## config.mk

```make
export PLATFORM = sky130hd
export DESIGN_NAME = nibble_swap_arbiter_flat
export DESIGN_NICKNAME = d
export VERILOG_FILES = /design/src/rtl/nibble_swap_arbiter_if.sv /design/src/rtl/nibble_swap_arbiter.sv /design/src/flat_wrapper.sv
export SDC_FILE = /design/constraint.sdc
export NUM_CORES = 1
export LEC_CHECK = 0
export ABC_AREA = 1
export BUFFER_PORTS_ARGS = -buffer_cell sky130_fd_sc_hd__buf_2
export CAP_MARGIN = 10
export CORE_MARGIN = 2
export CORE_UTILIZATION = 49
export CTS_CLUSTER_SIZE = 25
export DETAILED_ROUTE_END_ITERATION = 12
export PLACE_DENSITY = 0.86
export SYNTH_ARGS = -nofsm -noshare
export SYNTH_HDL_FRONTEND = slang
export SYNTH_SLANG_ARGS = --single-unit
```

## constraint.sdc

```tcl
create_clock -name clk -period 1.7 [get_ports clk]
set_input_delay 0.255 -clock clk [delete_from_list [all_inputs] [get_ports clk]]
set_output_delay 0.255 -clock clk [all_outputs]
set_load 0.05 [all_outputs]
```

## src/rtl/nibble_swap_arbiter_if.sv

```systemverilog
// Handshake bundle between two byte requesters, the nibble-swap arbiter and its downstream consumer.
interface nibble_swap_arbiter_if #(
    parameter int unsigned CNT_W = 16
);
    logic             en;
    logic [1:0]       cfg_mode;
    logic             a_valid;
    logic             a_swap;
    logic [7:0]       a_data;
    logic             a_ready;
    logic             b_valid;
    logic             b_swap;
    logic [7:0]       b_data;
    logic             b_ready;
    logic             out_valid;
    logic             out_ready;
    logic [7:0]       out_data;
    logic             out_src;
    logic [CNT_W-1:0] xfer_cnt;

    modport slave (
        input  en, cfg_mode,
        input  a_valid, a_swap, a_data,
        input  b_valid, b_swap, b_data,
        input  out_ready,
        output a_ready, b_ready,
        output out_valid, out_data, out_src, xfer_cnt
    );

    modport master (
        output en, cfg_mode,
        output a_valid, a_swap, a_data,
        output b_valid, b_swap, b_data,
        output out_ready,
        input  a_ready, b_ready,
        input  out_valid, out_data, out_src, xfer_cnt
    );
endinterface

```

## src/rtl/nibble_swap_arbiter.sv

```systemverilog
// Round-robin arbiter between two byte requesters with an optional nibble swap,
// a single-entry registered output stage and a completed-transfer counter.
module nibble_swap_arbiter #(
    parameter int unsigned CNT_W = 16
) (
    input  logic                 clk,
    input  logic                 rst_n,
    nibble_swap_arbiter_if.slave bus
);

    localparam logic SRC_A = 1'b0;
    localparam logic SRC_B = 1'b1;

    typedef enum logic {
        EMPTY = 1'b0,
        FULL  = 1'b1
    } state_e;

    state_e           state_q, state_d;
    logic [7:0]       data_q, data_d;
    logic             src_q, src_d;
    logic             last_q, last_d;
    logic [CNT_W-1:0] cnt_q, cnt_d;

    logic       can_accept;
    logic       a_gnt;
    logic       b_gnt;
    logic       gnt_swap;
    logic       swap_eff;
    logic [7:0] gnt_data;

    always_ff @(posedge clk or negedge rst_n) begin
        if (!rst_n) begin
            state_q <= EMPTY;
            data_q  <= 8'h00;
            src_q   <= SRC_A;
            last_q  <= SRC_B;
            cnt_q   <= '0;
        end else begin
            state_q <= state_d;
            data_q  <= data_d;
            src_q   <= src_d;
            last_q  <= last_d;
            cnt_q   <= cnt_d;
        end
    end

    // Grant decision, swap policy and next-state for the output stage.
    always_comb begin
        state_d    = state_q;
        data_d     = data_q;
        src_d      = src_q;
        last_d     = last_q;
        cnt_d      = cnt_q;
        can_accept = 1'b0;
        a_gnt      = 1'b0;
        b_gnt      = 1'b0;
        gnt_swap   = 1'b0;
        swap_eff   = 1'b0;
        gnt_data   = 8'h00;

        // rst_n gates the readies so nothing is offered while reset is held.
        can_accept = rst_n && bus.en && ((state_q == EMPTY) || bus.out_ready);
        a_gnt = can_accept && bus.a_valid && (!bus.b_valid || (last_q == SRC_B));
        b_gnt = can_accept && bus.b_valid && (!bus.a_valid || (last_q == SRC_A));

        gnt_data = b_gnt ? bus.b_data : bus.a_data;
        gnt_swap = b_gnt ? bus.b_swap : bus.a_swap;

        case (bus.cfg_mode)
            2'b01:   swap_eff = 1'b0;
            2'b10:   swap_eff = 1'b1;
            default: swap_eff = gnt_swap;
        endcase

        if ((state_q == FULL) && bus.out_ready) begin
            cnt_d = cnt_q + CNT_W'(1);
        end

        case (state_q)
            EMPTY: begin
                if (a_gnt || b_gnt) state_d = FULL;
            end
            FULL: begin
                if (a_gnt || b_gnt)     state_d = FULL;
                else if (bus.out_ready) state_d = EMPTY;
            end
            default: state_d = EMPTY;
        endcase

        if (a_gnt || b_gnt) begin
            data_d = swap_eff ? {gnt_data[3:0], gnt_data[7:4]} : gnt_data;
            src_d  = b_gnt ? SRC_B : SRC_A;
            last_d = b_gnt ? SRC_B : SRC_A;
        end
    end

    assign bus.a_ready   = a_gnt;
    assign bus.b_ready   = b_gnt;
    assign bus.out_valid = (state_q == FULL);
    assign bus.out_data  = data_q;
    assign bus.out_src   = src_q;
    assign bus.xfer_cnt  = cnt_q;

endmodule

```

## src/flat_wrapper.sv

```systemverilog
// flat-port wrapper written by rule: the top's interface ports become plain ports
module nibble_swap_arbiter_flat 
#(
    parameter int unsigned CNT_W = 16
)
  (clk, rst_n, bus_en, bus_cfg_mode, bus_a_valid, bus_a_swap, bus_a_data, bus_b_valid, bus_b_swap, bus_b_data, bus_out_ready, bus_a_ready, bus_b_ready, bus_out_valid, bus_out_data, bus_out_src, bus_xfer_cnt);
  nibble_swap_arbiter_if #(.CNT_W(CNT_W)) bus_i ();
  input  logic clk;
  input  logic rst_n;
  input wire logic [$bits(bus_i.en)-1:0] bus_en;
  input wire logic [$bits(bus_i.cfg_mode)-1:0] bus_cfg_mode;
  input wire logic [$bits(bus_i.a_valid)-1:0] bus_a_valid;
  input wire logic [$bits(bus_i.a_swap)-1:0] bus_a_swap;
  input wire logic [$bits(bus_i.a_data)-1:0] bus_a_data;
  input wire logic [$bits(bus_i.b_valid)-1:0] bus_b_valid;
  input wire logic [$bits(bus_i.b_swap)-1:0] bus_b_swap;
  input wire logic [$bits(bus_i.b_data)-1:0] bus_b_data;
  input wire logic [$bits(bus_i.out_ready)-1:0] bus_out_ready;
  output wire logic [$bits(bus_i.a_ready)-1:0] bus_a_ready;
  output wire logic [$bits(bus_i.b_ready)-1:0] bus_b_ready;
  output wire logic [$bits(bus_i.out_valid)-1:0] bus_out_valid;
  output wire logic [$bits(bus_i.out_data)-1:0] bus_out_data;
  output wire logic [$bits(bus_i.out_src)-1:0] bus_out_src;
  output wire logic [$bits(bus_i.xfer_cnt)-1:0] bus_xfer_cnt;
  assign bus_i.en = bus_en;
  assign bus_i.cfg_mode = bus_cfg_mode;
  assign bus_i.a_valid = bus_a_valid;
  assign bus_i.a_swap = bus_a_swap;
  assign bus_i.a_data = bus_a_data;
  assign bus_i.b_valid = bus_b_valid;
  assign bus_i.b_swap = bus_b_swap;
  assign bus_i.b_data = bus_b_data;
  assign bus_i.out_ready = bus_out_ready;
  assign bus_a_ready = bus_i.a_ready;
  assign bus_b_ready = bus_i.b_ready;
  assign bus_out_valid = bus_i.out_valid;
  assign bus_out_data = bus_i.out_data;
  assign bus_out_src = bus_i.out_src;
  assign bus_xfer_cnt = bus_i.xfer_cnt;
  nibble_swap_arbiter #(.CNT_W(CNT_W)) u_core (.clk(clk), .rst_n(rst_n), .bus(bus_i));
endmodule
```

==> results.cfg, run 1 <==
[outcome]
status = finished clean

[finish]
syn2layout_area_growth_pct = 26.22
final_common_cell = nand2_1
layout_common_cells = nand2_1, buf_2, inv_1
drive_above_1_share_pct = 35.04
num_antenna_cells = 0
fillers = 272
finalNetCount = 283

[routing]
first_iter_violations = 29
wl_met3_um = 118
detail-route-antenna-nets = 0
route.met2.wl_mm = 1.561
wire_per_inst_um = 10.75
top_layer = met4
drtPass1Iterations = 4
drt_wl_total_mm = 3.203
wl_met1_mm = 1.502
vias = 1389
drc = 0
via_per_inst = 4.661

[grt]
grt_max_degree = 28
overflow = 0
grt_pass1_wl_mm = 5.106
grt_pass1_vias = 1254
antenna_found_initial = 0
grt_use_total_pct = 18.09

[floorplan]
die_w_um = 60.52
die_area_um2 = 3663
num_rows = 20
start_util_pct = 51.27
ios = 54
die_h_um = 60.52
core_um2 = 3053

[timing]
finalCritPeriodShare_pct = 95.15
finClkSkew_ns = 0.009422
tightestPinTransition_ns = 0.3317
finalHoldViolCount = 0
final.min_clock_period_ns = 1.618
slew_headroom_pct = 77.89
setup-violations-final = 0
whs_ns = 0.2727
max_freq_mhz = 618.2
finalMaxSlewViolations = 0

[worst_setup_path]
critical_path_class = reg2out
crit_fanout = 3
cp_data_arrival_time_ns = 1.36
cp-start-kind = flip-flop
endpoint_kind = output pin
required_ns = 1.44

[cts]
cts_tree = built
htreeDepth = 1
cts_root_buffer = clkbuf_4
clock_path_buffers = 2
clock_latency_ns = 0.32
cts.clk_slew.worst_paths_ns = 0.14
clock_sinks = 27
cts_buffers = 3

[power_and_ir_drop]
vdd_drop_max_mv = 0.6873
p_leak_nw = 1.167
p_per_area_nw_per_um2 = 1101
power_w = 0.002174

[synthesis]
synth_edf_count = 0
yosysWarnings = 0
ys_seq_area_share_pct = 43.25
synthFlopType = dfrtp_1
synth-async-reset-ratio_pct = 100.0
netlist_area_um2 = 1565
ys_types = 28
syn_area_per_cell_um2 = 8.027
syn-num-nets = 223
synth_seq_cells = 27
synth_cells = 195

[placement]
hpwl_mm = 2.409
port_buffers = 53
routabilityCongestion = 0.8018

[worst_hold_path]
hp-class = in2reg

[flow_run]
drv_cap = 0
[area by class of cell]
class | count | area [um^2] | share of cell area, %
tap | 44 | 55.05 | 2.787
clock buffer | 3 | 22.52 | 1.140
clock inverter | 1 | 7.507 | 0.3800
inverter | 37 | 138.9 | 7.030
multi-input combinational | 129 | 760.7 | 38.51
timing repair buffer | 57 | 310.3 | 15.71
sequential | 27 | 680.7 | 34.45
[cells by family (layout without fill, tap and decap cells)]
group / Yosys count / after routing / synth area share [%]
simple gates: 102 / 102 / 32.53
mux: 1 / 1 / 0.7194
fa+ha+maj: 2 / 2 / 1.598
compound gates: 9 / 9 / 3.676
buf+inv: 39 / 98 / 9.832
xor+xnor: 15 / 15 / 8.393
flops: 27 / 27 / 43.25
[worst max-delay path, stage by stage, from the launching register on]
cell	delay, ns
dfstp_2	0.55
inv_1	0.05
a21oi_2	0.13
nand2_2	0.08
inv_2	0.09
buf_8	0.14
[synth_stat cells (2+ instances only)]
cell type	number	area, um^2
dfrtp_1	26	650.6
nor3_2	2	20.02
xor2_1	11	96.34
xnor2_1	4	35.03
inv_1	36	135.1
nand3_1	29	145.1
nor3_1	2	10.01
nand2_1	54	202.7
ha_1	2	25.02
nor2_4	2	22.52
o21bai_1	2	15.01
nand3_2	2	20.02
o21ai_1	3	15.01
nor3_4	2	32.53
nor2_1	2	7.510
nand2_2	4	25.02
[report_power, final]
group / switching [W] / internal (W)
Clock: 0.000193 / 0.0000898
Sequential: 0.000112 / 0.000786
Combinational: 0.000747 / 0.000246
[per-layer routing]
metal  global-route usage (%)  vias up
met5                        0        -
met4                    5.590        0
met3                    2.772        2
met2                    30.59       27
met1                    24.09      642
li1                         -      718
[state kept, by name (all words and copies together), names as in the netlist]
| signal | cells |
|---|---|
| u_core.bus.xfer_cnt | 16 |
| u_core.bus.out_data | 8 |
| u_core.bus.out_src | 1 |
| u_core.bus.out_valid | 1 |
| u_core.last_q | 1 |
[timing repair]
| action | CTS | global route |
|---|---|---|
| cloned | 0 | 0 |
| hold endpoints to repair | 26 | 0 |
| pin swaps | 1 | 0 |
| hold buffers | 1 | 0 |
| endpoints found under the setup margin | 2 | 10 |
| resized for setup | 3 | 9 |
| setup buffers | 1 | 1 |
[per-stage QoR]
step	area (um^2)	setup TNS, ns	setup WS (ns)	util, %	instances
floorplan	1568	0	0.04758	-	195
global placement	1881	0	0.2085	61.60	291
detailed placement	1881	0	0.1432	61.60	291
CTS	1937	0	0.01278	63.44	297
global route	1976	-0.002889	-0.002889	64.71	298
finish	1976	0	0.08238	64.71	298
[path summary, 6_finish.rpt]
| path | start | to | slack [ns] | cells after the start |
|---|---|---|---|---|
| hold reg to reg | u_core.bus.xfer_cnt[15] | u_core.bus.xfer_cnt[15] | 0.49 | 1 |
| min in group asynchronous | rst_n | u_core.bus.xfer_cnt[7] | 0.46 | 3 |
| setup / recovery | u_core.last_q | bus_a_ready | 0.08 | 5 |
| setup reg to reg | u_core.bus.out_valid | u_core.bus.out_data[3] | 0.19 | 9 |
| hold / removal | bus_out_ready | u_core.bus.xfer_cnt[0] | 0.27 | 3 |
| max in group asynchronous | rst_n | u_core.last_q | 0.94 | 3 |
(Power assumes the default switching activity.)
==> inputs of run 2 (changes only) <==
--- a/config.mk
+++ b/config.mk
@@ -13,6 +13,7 @@
 export CTS_CLUSTER_SIZE = 25
 export DETAILED_ROUTE_END_ITERATION = 12
 export PLACE_DENSITY = 0.86
+export RECOVER_POWER = 50
 export SYNTH_ARGS = -nofsm -noshare
 export SYNTH_HDL_FRONTEND = slang
 export SYNTH_SLANG_ARGS = --single-unit
==> results.cfg, run 2 (synthesis results as in run 1) <==
[grt]
grt_use_total_pct = 18.09
overflow = 0
grt_pass1_vias = 1254
grt_max_degree = 28
grt_pass1_wl_mm = 5.106
antenna_found_initial = 0

[outcome]
status = finished clean

[routing]
drt_wl_total_mm = 3.215
drtPass1Iterations = 4
wire_per_inst_um = 10.79
first_iter_violations = 39
vias = 1385
via_per_inst = 4.648
drc = 0
detail-route-antenna-nets = 0

[worst_setup_path]
path_buf_inv = 3
cp_data_arrival_time_ns = 1.37
cp-start-kind = flip-flop
cpPeakStageDelay_ns = 0.56
required_ns = 1.44
endpoint_kind = output pin
crit_fanout = 3
reg2reg_depth = 7
critPathSlowestCell = dfstp_2
crit-reg2reg-launch = u_core.bus.out_valid
r2r_setup_slack_ns = 0.12
critical_path_class = reg2out
path_cells = inv_1 -> a21oi_2 -> nand2_2 -> inv_2 -> buf_8
cp_top_family = flip-flops
r2r-end = u_core.bus.xfer_cnt[13]

[timing]
slew_headroom_pct = 55.82
finalMaxSlewViolations = 0
max_freq_mhz = 615.6
finalCritPeriodShare_pct = 95.56
finClkSkew_ns = 0.004533
fin_ws_ns = 0.07550
tightestPinTransition_ns = 0.6627
setup-violations-final = 0
final.min_clock_period_ns = 1.625
fin_tns_setup_ns = 0
finalHoldViolCount = 0

[cts]
cts_root_buffer = clkbuf_4
clock_latency_ns = 0.32
cts_tree = built
cts.clk_slew.worst_paths_ns = 0.15
htreeDepth = 1
cts_buffers = 3
clock_path_buffers = 2
clock_sinks = 27

[floorplan]
ios = 54
die_area_um2 = 3663
die_h_um = 60.52
die_w_um = 60.52
start_util_pct = 51.27
num_rows = 20
core_um2 = 3053

[worst_hold_path]
hp-class = in2reg
min_from = bus_out_ready
hold_end = u_core.bus.xfer_cnt[0]
hold_path_depth = 3

[placement]
place_ws_ns = 0.1432
port_buffers = 53
routabilityCongestion = 0.8018
hpwl_mm = 2.409

[power_and_ir_drop]
p_leak_nw = 1.140
pwr-share-clk_pct = 13.3
swShare_pct = 48.57
comb_power_share_pct = 44.9
p_per_area_nw_per_um2 = 1102
switching_power_w = 0.001045
p_seq_share_pct = 41.8
p_int_w = 0.001106
vdd_drop_max_mv = 0.6663

[finish]
syn2layout_area_growth_pct = 24.78
multi_input_area_um2 = 749.5
fillers = 274
finalNetCount = 283
largest_register_ffs = 16
drive_above_1_share_pct = 31.89
num_antenna_cells = 0
register_area_um2 = 680.7
layout_common_cells = nand2_1, buf_2, inv_1
final_common_cell = nand2_1

[flow_run]
drv_cap = 0
run 2: changes by cell type in the layout (fill, tap and decap cells not counted), sizes merged:
cell / change
buf: -8
clkbuf: +8
run 2: cell type report:
cell class | count | area share [%]
clock buffers | 3 | 1.153
clock inverters | 1 | 0.3844
inverters | 37 | 7.111
multi-input cells | 129 | 38.37
flip-flops and latches | 27 | 34.85
well taps | 44 | 2.819
repair buffers | 57 | 15.31
run 2: metrics by stage:
step | total power, W | hold slack (ns) | cells | instance area (um^2) | utilization (%)
5_1_grt | 0.002292 | 0.2385 | 298 | 1953 | 63.98
2_1_floorplan | 0.001639 | -0.04059 | 195 | 1568 | -
3_5_place_dp | 0.001883 | 0.2854 | 291 | 1881 | 61.60
4_1_cts | 0.002175 | 0.2653 | 297 | 1937 | 63.44
6_report | 0.002151 | 0.2476 | 298 | 1953 | 63.98
3_3_place_gp | 0.001862 | 0.2823 | 291 | 1881 | 61.60
run 2: what timing repair did:
item                                   CTS  global route
gates resized for setup                  3             9
endpoints found under the hold margin   26             0
setup buffers                            1             1
pin swaps                                1             0
setup endpoints to repair                2            10
gates cloned                             0             0
hold buffers                             1             0
run 2: tightest hold or removal path: cells and delay by family:
family	cells	cell delay, ns
and+or+nand+nor	1	0.10
xor gates and xnor gates	1	0.07
buffers and inverters	1	0.12
run 2: layer usage:
layer,part of all wire (%),global-route usage (%),vias to the layer above
li1,-,-,720
met1,47,24.09,628
met2,48,30.59,31
met3,4.0,2.772,6
met4,1.2,5.590,0
met5,0,0,-
run 2: worst max path at each step:
| stage | startpoint | end | slack (ns) | cells past startpoint |
|---|---|---|---|---|
| floorplan | u_core.bus.out_valid | u_core.bus.xfer_cnt[14] | 0.05 | 6 |
| finish | u_core.last_q | bus_a_ready | 0.08 | 5 |
| CTS | u_core.last_q | bus_a_ready | 0.01 | 5 |
| global route | u_core.last_q | u_core.bus.out_data[3] | -0.003 | 8 |
| detailed placement | u_core.last_q | u_core.bus.out_data[5] | 0.14 | 8 |
| global placement | u_core.last_q | u_core.bus.out_data[4] | 0.21 | 9 |
run 2: power by group through the flow:
stage	Sequential, W	Clock, W	Combinational, W
4_1_cts	0.000898	0.000294	0.000983
3_5_place_dp	0.000908	0	0.000975
6_report	0.000899	0.000286	0.000966
3_3_place_gp	0.000904	0	0.000958
5_1_grt	0.000921	0.000323	0.00105
2_1_floorplan	0.00134	0	0.000296
